`config.mk`:
```
export PLATFORM = sky130hd
export DESIGN_NAME = uart_mem_loader
export DESIGN_NICKNAME = d
export VERILOG_FILES = /design/src/rtl/uart_mem_loader_pkg.sv /design/src/rtl/uart_mem_loader_rx_byte.sv /design/src/rtl/uart_mem_loader.sv
export SDC_FILE = /design/constraint.sdc
export NUM_CORES = 1
export LEC_CHECK = 0
export ABC_AREA = 1
export BUFFER_PORTS_ARGS = -buffer_cell sky130_fd_sc_hd__buf_2
export CAP_MARGIN = 15
export CORE_UTILIZATION = 40
export CTS_BUF_LIST = sky130_fd_sc_hd__clkbuf_16
export CTS_CLUSTER_DIAMETER = 80
export CTS_CLUSTER_SIZE = 16
export DETAILED_ROUTE_END_ITERATION = 16
export PLACE_DENSITY = 0.64
export SLEW_MARGIN = 20
export SYNTH_ARGS = -nofsm -noshare
export SYNTH_HDL_FRONTEND = slang
export SYNTH_SLANG_ARGS = --single-unit
```
`constraint.sdc`:
```
create_clock -name clk -period 1.9 [get_ports clk]
set_input_delay 0.19 -clock clk [delete_from_list [all_inputs] [get_ports clk]]
set_output_delay 0.19 -clock clk [all_outputs]
set_load 0.02 [all_outputs]
```
`src/rtl/uart_mem_loader_pkg.sv`:
```
// uart_mem_loader_pkg: shared types and sizing for the serial memory loader.
package uart_mem_loader_pkg;
  typedef enum logic [1:0] {IDLE, START, DATA, STOP} rx_state_e;
  localparam int WORD_BYTES = 4;
  localparam int MEM_WORDS = 1024;
  localparam int DEF_CLKS_PER_BIT = 434;
endpackage

```
`src/rtl/uart_mem_loader_rx_byte.sv`:
```
// uart_rx_byte: 8N1 receiver with 2-flop synchronizer; strobes each byte on its stop-bit sample.
module uart_rx_byte
  import uart_mem_loader_pkg::*;
#(
  parameter int CLKS_PER_BIT = DEF_CLKS_PER_BIT
) (
  input  logic       clk,
  input  logic       rst,
  input  logic       RxD,
  output logic [7:0] rxData,
  output logic       rxValid,
  output logic       rxErr
);
  localparam logic [15:0] HALF = 16'(CLKS_PER_BIT / 2);
  localparam logic [15:0] LAST = 16'(CLKS_PER_BIT - 1);
  logic meta_q, rxs_q, prev_q;
  logic [1:0] live_q;
  rx_state_e state_q, state_d;
  logic [15:0] cnt_q, cnt_d;
  logic [2:0] bit_q, bit_d;
  logic [7:0] sh_q, sh_d;
  logic fall;
  // prev_q only tracks rxs once the synchronizer holds real line samples, so
  // a line already low at reset release is not taken as a start edge
  always_ff @(posedge clk or negedge rst) begin
    if (!rst) begin
      meta_q  <= 1'b1;
      rxs_q   <= 1'b1;
      live_q  <= 2'b00;
      prev_q  <= 1'b0;
      state_q <= IDLE;
      cnt_q   <= '0;
      bit_q   <= '0;
      sh_q    <= '0;
    end else begin
      meta_q  <= RxD;
      rxs_q   <= meta_q;
      live_q  <= {live_q[0], 1'b1};
      prev_q  <= live_q[1] & rxs_q;
      state_q <= state_d;
      cnt_q   <= cnt_d;
      bit_q   <= bit_d;
      sh_q    <= sh_d;
    end
  end
  assign fall = prev_q & ~rxs_q;
  always_comb begin
    state_d = state_q;
    cnt_d   = cnt_q + 16'd1;
    bit_d   = bit_q;
    sh_d    = sh_q;
    rxValid = 1'b0;
    rxErr   = 1'b0;
    case (state_q)
      IDLE: begin
        cnt_d   = '0;
        bit_d   = '0;
        state_d = fall ? START : IDLE;
      end
      START: if (cnt_q == HALF) begin
        cnt_d   = '0;
        state_d = rxs_q ? IDLE : DATA;
      end
      DATA: if (cnt_q == LAST) begin
        cnt_d   = '0;
        sh_d    = {rxs_q, sh_q[7:1]};
        bit_d   = bit_q + 3'd1;
        state_d = (bit_q == 3'd7) ? STOP : DATA;
      end
      default: if (cnt_q == LAST) begin
        cnt_d   = '0;
        state_d = IDLE;
        rxValid = rxs_q;
        rxErr   = ~rxs_q;
      end
    endcase
  end
  assign rxData = sh_q;
endmodule

```
`src/rtl/uart_mem_loader.sv`:
```
// uart_mem_loader: packs received UART bytes into 32-bit words and writes them
// to sequential memory word addresses.
module uart_mem_loader
  import uart_mem_loader_pkg::*;
#(
  parameter int CLKS_PER_BIT = DEF_CLKS_PER_BIT
) (
  input  logic        clk,
  input  logic        rst,
  input  logic        RxD,
  output logic        writeEn,
  output logic [31:0] address,
  output logic [31:0] dataIn,
  output logic        frameErr,
  output logic [10:0] wordCount
);
  localparam logic [1:0] LAST_BYTE = 2'(WORD_BYTES - 1);
  localparam logic [10:0] WC_MAX = 11'(MEM_WORDS);
  logic [7:0] rx_data;
  logic rx_valid, rx_err;
  logic [1:0] idx_q, idx_d;
  logic [31:0] data_q, data_d;
  logic we_q, we_d, fe_q, fe_d;
  logic [9:0] addr_q, addr_d;
  logic [10:0] wc_q, wc_d;
  uart_rx_byte #(.CLKS_PER_BIT(CLKS_PER_BIT)) u_rx (
    .clk    (clk),
    .rst    (rst),
    .RxD    (RxD),
    .rxData (rx_data),
    .rxValid(rx_valid),
    .rxErr  (rx_err)
  );
  always_comb begin
    data_d = data_q;
    if (rx_valid) data_d[{idx_q, 3'b000} +: 8] = rx_data;
    idx_d  = rx_err ? 2'd0 : rx_valid ? idx_q + 2'd1 : idx_q;
    we_d   = rx_valid && idx_q == LAST_BYTE;
    fe_d   = rx_err;
    addr_d = we_q ? addr_q + 10'd1 : addr_q;
    wc_d   = (we_q && wc_q != WC_MAX) ? wc_q + 11'd1 : wc_q;
  end
  always_ff @(posedge clk or negedge rst) begin
    if (!rst) begin
      idx_q  <= '0;
      data_q <= '0;
      we_q   <= 1'b0;
      fe_q   <= 1'b0;
      addr_q <= '0;
      wc_q   <= '0;
    end else begin
      idx_q  <= idx_d;
      data_q <= data_d;
      we_q   <= we_d;
      fe_q   <= fe_d;
      addr_q <= addr_d;
      wc_q   <= wc_d;
    end
  end
  assign writeEn   = we_q;
  assign frameErr  = fe_q;
  assign address   = {22'd0, addr_q};
  assign dataIn    = data_q;
  assign wordCount = wc_q;
endmodule
```
Word-level counts from Yosys, hierarchy flattened
Index checks and enable logic that the tools add are counted.
{"block": "word_totals", "regBits": 91, "input_bits": 3, "elab_cells": 63}
{"block": "classes", "add_sub_neg": 6, "n_eq_ne": 9, "shift": 2, "mux": 19, "bitwise_logic": 3, "n_reduce_logical": 10}
{"cell": "32-bit bitwise mux", "count": 1}
{"cell": "16-bit 2-to-1 mux", "count": 2}
{"cell": "16-bit case mux with 2 select lines", "count": 1}
{"cell": "8-bit by 7-bit variable shift with 32-bit output, first input constant", "count": 1}
{"cell": "8-bit by 7-bit variable part select with 32-bit output", "count": 1}
{"cell": "16-bit by 1-bit adder with 16-bit output, second input constant", "count": 1}
{"cell": "16-bit by 8-bit == test with 1-bit output, second input constant", "count": 1}
{"cell": "16-bit by 9-bit == test with 1-bit output, second input constant", "count": 1}
{"cell": "2-bit 2-to-1 mux", "count": 6}
{"cell": "11-bit by 1-bit adder with 11-bit output, second input constant", "count": 1}
{"cell": "11-bit != test, second input constant", "count": 1}
{"cell": "10-bit by 1-bit adder with 10-bit output, second input constant", "count": 1}
{"cell": "5-bit negator with 7-bit output", "count": 1}
{"cell": "1-bit 2-to-1 mux", "count": 6}
{"cell": "2-bit case mux with 3 select lines", "count": 1}
{"cell": "3-bit case mux with 2 select lines", "count": 1}
{"cell": "2-bit == test, second input constant", "count": 2}
{"cell": "2-bit by 1-bit != test with 1-bit output, second input constant", "count": 2}
{"cell": "2-bit AND reduction", "count": 2}
{"cell": "2-bit nonzero test", "count": 2}
{"cell": "3-bit by 1-bit adder with 3-bit output, second input constant", "count": 1}
{"cell": "3-bit == test, second input constant", "count": 1}
{"cell": "3-bit 2-to-1 mux", "count": 1}
{"cell": "3-bit AND reduction", "count": 1}
{"cell": "other kinds (8)", "count": 10}

Longest topological paths before layout
{"block": "logic_depth", "depth_word": 5, "mapped_depth": 10, "ltp_nobuf": 10}

By module
A second synthesis with hierarchy kept.
{"block": "hier_totals", "cells_unflattened": 544, "hier_area_um2": 4576.9}
{"module": "uart_mem_loader", "n_inst": 1, "cells_each": 313, "area_each_um2": 2783.9, "seq_area_each_um2": 1426.4}
{"module": "uart_rx_byte", "n_inst": 1, "cells_each": 231, "area_each_um2": 1793.0, "seq_area_each_um2": 853.3}

Worst setup path before layout
No wires, ideal clock.
{"block": "synth_path", "path_type": "flip-flop to flip-flop", "start": "register idx_q[0]", "end": "register data_q[26] (netlist: dataIn[26])", "setup_ns": 0.119, "arrival_time_ns": 1.482, "setup_slack_ns": 0.299, "path_stages_with_launch": 8, "synth_period_minus_slack_ns": 1.601, "cell_sequence": "dfrtp_1 inv_1 ha_1 clkbuf_1 clkbuf_1 nor2_1 nand3_1 nand2_1"}
{"block": "synth_via", "elab_chain_cells": 3}
{"element": "start: declaration", "line_no": "uart_mem_loader.sv:21", "source": "logic [1:0] idx_q, idx_d;"}
{"element": "start signal: assignment", "line_no": "uart_mem_loader.sv:52", "source": "idx_q <= idx_d;"}
{"element": "5-bit negator with 7-bit output *", "line_no": "uart_mem_loader.sv:36", "source": "if (rx_valid) data_d[{idx_q, 3'b000} +: 8] = rx_data;"}
{"element": "8-bit by 7-bit variable part select with 32-bit output or 8-bit by 7-bit variable shift with 32-bit output (tied branches)", "line_no": "uart_mem_loader.sv:36"}
{"element": "32-bit bitwise mux *", "line_no": "uart_mem_loader.sv:36"}
{"element": "end signal: assignment", "line_no": "uart_mem_loader.sv:53", "source": "data_q <= data_d;"}
{"element": "end: declaration", "line_no": "uart_mem_loader.sv:22", "source": "logic [31:0] data_q, data_d;"}
Every way passes the cells marked *; elsewhere a longest branch is shown, timed or not.
A chain may end at the register's enable or synchronous reset.

Worst setup path in the final report
{"block": "layout_path", "start": "register u_rx.cnt_q[1]", "end": "register u_rx.sh_q[3] (netlist: u_rx.rxData[3])"}
{"block": "layout_via", "elab_chain_cells": 2}
{"element": "start: declaration", "line_no": "uart_mem_loader_rx_byte.sv:19", "source": "logic [15:0] cnt_q, cnt_d;"}
{"element": "start signal: assignment", "line_no": "uart_mem_loader_rx_byte.sv:41", "source": "cnt_q <= cnt_d;"}
{"element": "16-bit by 9-bit == test with 1-bit output", "line_no": "uart_mem_loader_rx_byte.sv:64", "source": "DATA: if (cnt_q == LAST) begin"}
{"element": "2-bit AND reduction (no source line)"}
{"element": "end signal: assignment", "line_no": "uart_mem_loader_rx_byte.sv:34", "source": "sh_q <= '0;"}
{"element": "end signal: assignment", "line_no": "uart_mem_loader_rx_byte.sv:43", "source": "sh_q <= sh_d;"}
{"element": "end: declaration", "line_no": "uart_mem_loader_rx_byte.sv:21", "source": "logic [7:0] sh_q, sh_d;"}
Every way passes these cells.

==> results.md <==
* Synth Area in XOR/XNOR at 4.064%
* Slew @ Worst Pin at roughly 0.57 ns
* Die area at 0.01229 mm^2
* P_leak at 2.912 nW
* P per Cell Area at ~830 mW/mm^2
* Largest family of logic cells by synthesized area: simple AND/OR/NAND/NOR gates
* CP arrival at 1.95 ns
* Final setup fails at 0
* Post-detail-place hpwl at around 7.5 mm
* GRT Total Usage at 17.77%
* Fin crit share at 90.99%
* Cells along the critical path: inv_1, ha_1, inv_1, nor2_1, nand2_1, nor2_4, nand2_1, buf_4, nand2_1, o21ai_0
* Post-Synth Simple-Gate Area at 32.41%
* Syn_area_per_cell at 8.022 um^2
* Rows at 39
* #FFs+latches synth at 91
* Ports at 80
* Status: completed
* Reg2reg path depth at 10
* Fraction of registers with async set or reset after synthesis at between 90% and 100%
* Syn Std Cell Area at 0.004741 mm^2
* CTS max path bufs at 2
* M1 GR Usage at between 20 and 25%
* Via count at 3985
* CTS tree: built
* Worst path max stage delay at 0.40 ns
* Fill count at between 1k and 1.5k
* Worst path required time at 2.12 ns
* ANT nets after route at 0
* Global-route wire length before repair at 17.77 mm
* Post-synthesis adder-cell area fraction at under 10%
* GR peak layer: met2
* Clock Latency Late Sink at about 0.34 ns
* M2 GR Usage at 27.33%
* Critical path depth at 10
* Ant diodes at 0
* Crit end category: flip-flop
* Final setup skew at roughly 0.0057 ns
* Design area at 0.005532 mm^2
* Layout cells sized above 1 at 16.32%
* First drt pass iteration count at 7
* Mean routed wirelength per cell at ~13 um
* WP buf/inv at 3
* Path type of the worst min-delay path: reg -> reg
* Die Ht at about 110 um
* Vias per cell at 4.914
* Die width at 110.9 um
* DRC Markers at 0
* Yosys warns at 0
* Peak supply drop at about 0.00055 V
* Most used cell, CP: nand2_1
* Initial Utilization at 41.34%
* Distinct cells, synth at 33
* Clk Tree Root Cell: clkbuf_16
* Max Fclk at 0.5784 GHz
* Crit-path max FO at 20
* Post-synth EDFFs at 0
* Pwr Total at 0.004582 W
* Worst-path clk slew at 0.06 ns
* CTS Buf Count at 9
* Relative slew slack at between 60 and 70%
* Largest net degree at the start of global routing at between 40 and 50
* Met3 global-route usage at slightly below 3%
* Gate Count Post-Synth at 591
* Top FF cell, synth: dfrtp_1
* Initial antenna violation count at 0
* Final hold vios at 0
* CTS H-tree depth at 3
* Core Box Area at 0.01147 mm^2
* Port Buffers at 57
* Final wirelength at about 10 mm
* Post-DP Area at ~0.005 mm^2
* Critical path's slowest cell: dfrtp_1
* Period minus WS final at between 1.5 and 2 ns
* Synth Area in Compound Gates at 2.323%
* Placer congestion estimate at between 0.9 and 1
* Crit path launch type: flip-flop
* Vias in the first global route at 3808
* Share of the yosys chip area belonging to registers at between 40% and 50%
* WS Path Type: reg -> reg
* Layout overhead on the synthesized area at 16.68%
* Pins Over Slew Limit at 0
* GR Overflow Total at 0
* Max-Cap Viols at 0
* Multiplexer share of the synthesized area at 0.2375%
* Nets at 678
* Hold path depth at 0
* DR iter-0 viols at 240
* CTS sink count at a little over 90
* CP delay by family, top: simple AND/OR/NAND/NOR gates
==> worst paths after layout <==
path	startpoint	end	slack [ns]
worst max-delay path	u_rx.cnt_q[1]$_DFF_PN0_	u_rx.rxData[3]$_DFFE_PN0P_	0.17
worst min-delay path	u_rx.live_q[0]$_DFF_PN0_	u_rx.live_q[1]$_DFF_PN0_	0.35
worst max register to register	u_rx.cnt_q[1]$_DFF_PN0_	u_rx.rxData[3]$_DFFE_PN0P_	0.17
worst min register to register	u_rx.live_q[0]$_DFF_PN0_	u_rx.live_q[1]$_DFF_PN0_	0.35
max in group asynchronous	rst	u_rx.cnt_q[3]$_DFF_PN0_	0.88
min in group asynchronous	rst	addr_q[7]$_DFFE_PN0P_	0.39
==> power by group <==
part,total (W),switching (W),internal (W)
combinational,0.000497,0.000330,0.000167
sequential,0.00216,0.000131,0.00203
clock,0.00192,0.000770,0.00115
total,0.00458,0.00123,0.00335
==> worst reg2reg max path: stages, from the launching register on <==
cell     delay, ns
dfrtp_1       0.40
inv_1         0.09
ha_1          0.20
inv_1         0.07
nor2_1        0.11
nand2_1       0.09
nor2_4        0.21
nand2_1       0.08
buf_4         0.20
nand2_1       0.08
o21ai_0       0.08
==> cells by family after synthesis <==
logic type / after synthesis
muxes: 1
buffers and inverters: 90
DFF: 91
adders and majority gates: 12
xor gates and xnor gates: 22
other: 2
AOI/OAI and AO/OA: 21
and+or+nand+nor: 352
==> cells in the final DEF (no fill, tap or decap), types with 2 or more instances in the layout <==
cell,instances
bufinv_16,2
dfrtp_1,89
dfstp_2,2
xor2_1,15
buf_4,18
xnor2_1,7
clkinvlp_4,2
conb_1,23
nand2_2,4
a21oi_1,4
inv_1,48
dlygate4sd3_1,2
nand3_1,65
nand4_1,11
nor3_1,27
o21ai_0,15
nand2_1,174
ha_1,12
nor2_2,2
buf_2,56
clkbuf_16,9
nor2_1,60
nor2_4,3
or2_2,2
inv_2,2
clkinv_1,3
==> cells in the mapped netlist (3+ instances only) <==
cell type    n  area (um^2)
nor2_1      61        229.0
nand2_2      4        25.02
clkbuf_1     3        11.26
nand2_1    174        653.1
nor3_1      27        135.1
a21oi_1      4        20.02
dfrtp_1     89         2227
nand4_1     11        68.82
buf_2        8        40.04
nand3_1     65        325.3
inv_1       48        180.2
xor2_1      15        131.4
ha_1        12        150.1
buf_4       24        180.2
o21ai_0     15        75.07
xnor2_1      7        61.31
==> stage by stage <==
| step | cells | utilization (%) | hold slack (ns) | setup WS, ns | setup TNS (ns) |
|---|---|---|---|---|---|
| final | 811 | 48.24 | 0.3499 | 0.1712 | 0 |
| after global routing | 811 | 48.24 | 0.3592 | -0.04093 | -0.04093 |
| after CTS | 805 | 47.76 | 0.3525 | 0.04421 | 0 |
| after detailed placement | 787 | 44.81 | 0.2342 | 0.06737 | 0 |
| after global placement | 787 | 44.81 | 0.2291 | 0.1467 | 0 |
| after floorplan | 612 | - | -0.1056 | 0.2987 | 0 |
==> timing repair <==
action	4_1_cts	5_1_grt
resized for setup	0	2
buffers inserted	0	5
endpoints found under the hold margin	40	0
hold buffers	2	0
setup endpoints to repair	0	38
==> cell type report <==
type | count | area [um^2] | share of cell area, %
clock buffer | 9 | 225.2 | 4.071
clock inverter | 7 | 92.59 | 1.674
inverter | 52 | 198.9 | 3.596
multi-input combinational | 432 | 2101 | 37.98
sequential | 91 | 2280 | 41.21
tap | 143 | 178.9 | 3.235
timing repair buffer | 77 | 455.4 | 8.233
==> registers in the layout (all words and copies together) (netlist names) <==
name          count
wordCount        11
u_rx.live_q       2
u_rx.bit_q        3
u_rx.state_q      2
frameErr          1
writeEn           1
idx_q             2
dataIn           32
u_rx.cnt_q       16
addr_q           10
u_rx.rxData       8
u_rx.rxs_q        1
u_rx.meta_q       1
u_rx.prev_q       1
==> metal layers <==
metal	vias to the layer above	part of all wire, %	routed length, um
met5	-	0	0
met4	0	1.9	198
met3	16	4.9	504
met2	106	45	4641
met1	1884	48	4948
li1	1979	-	-
Note: power is estimated with default switching activity, not from simulation.
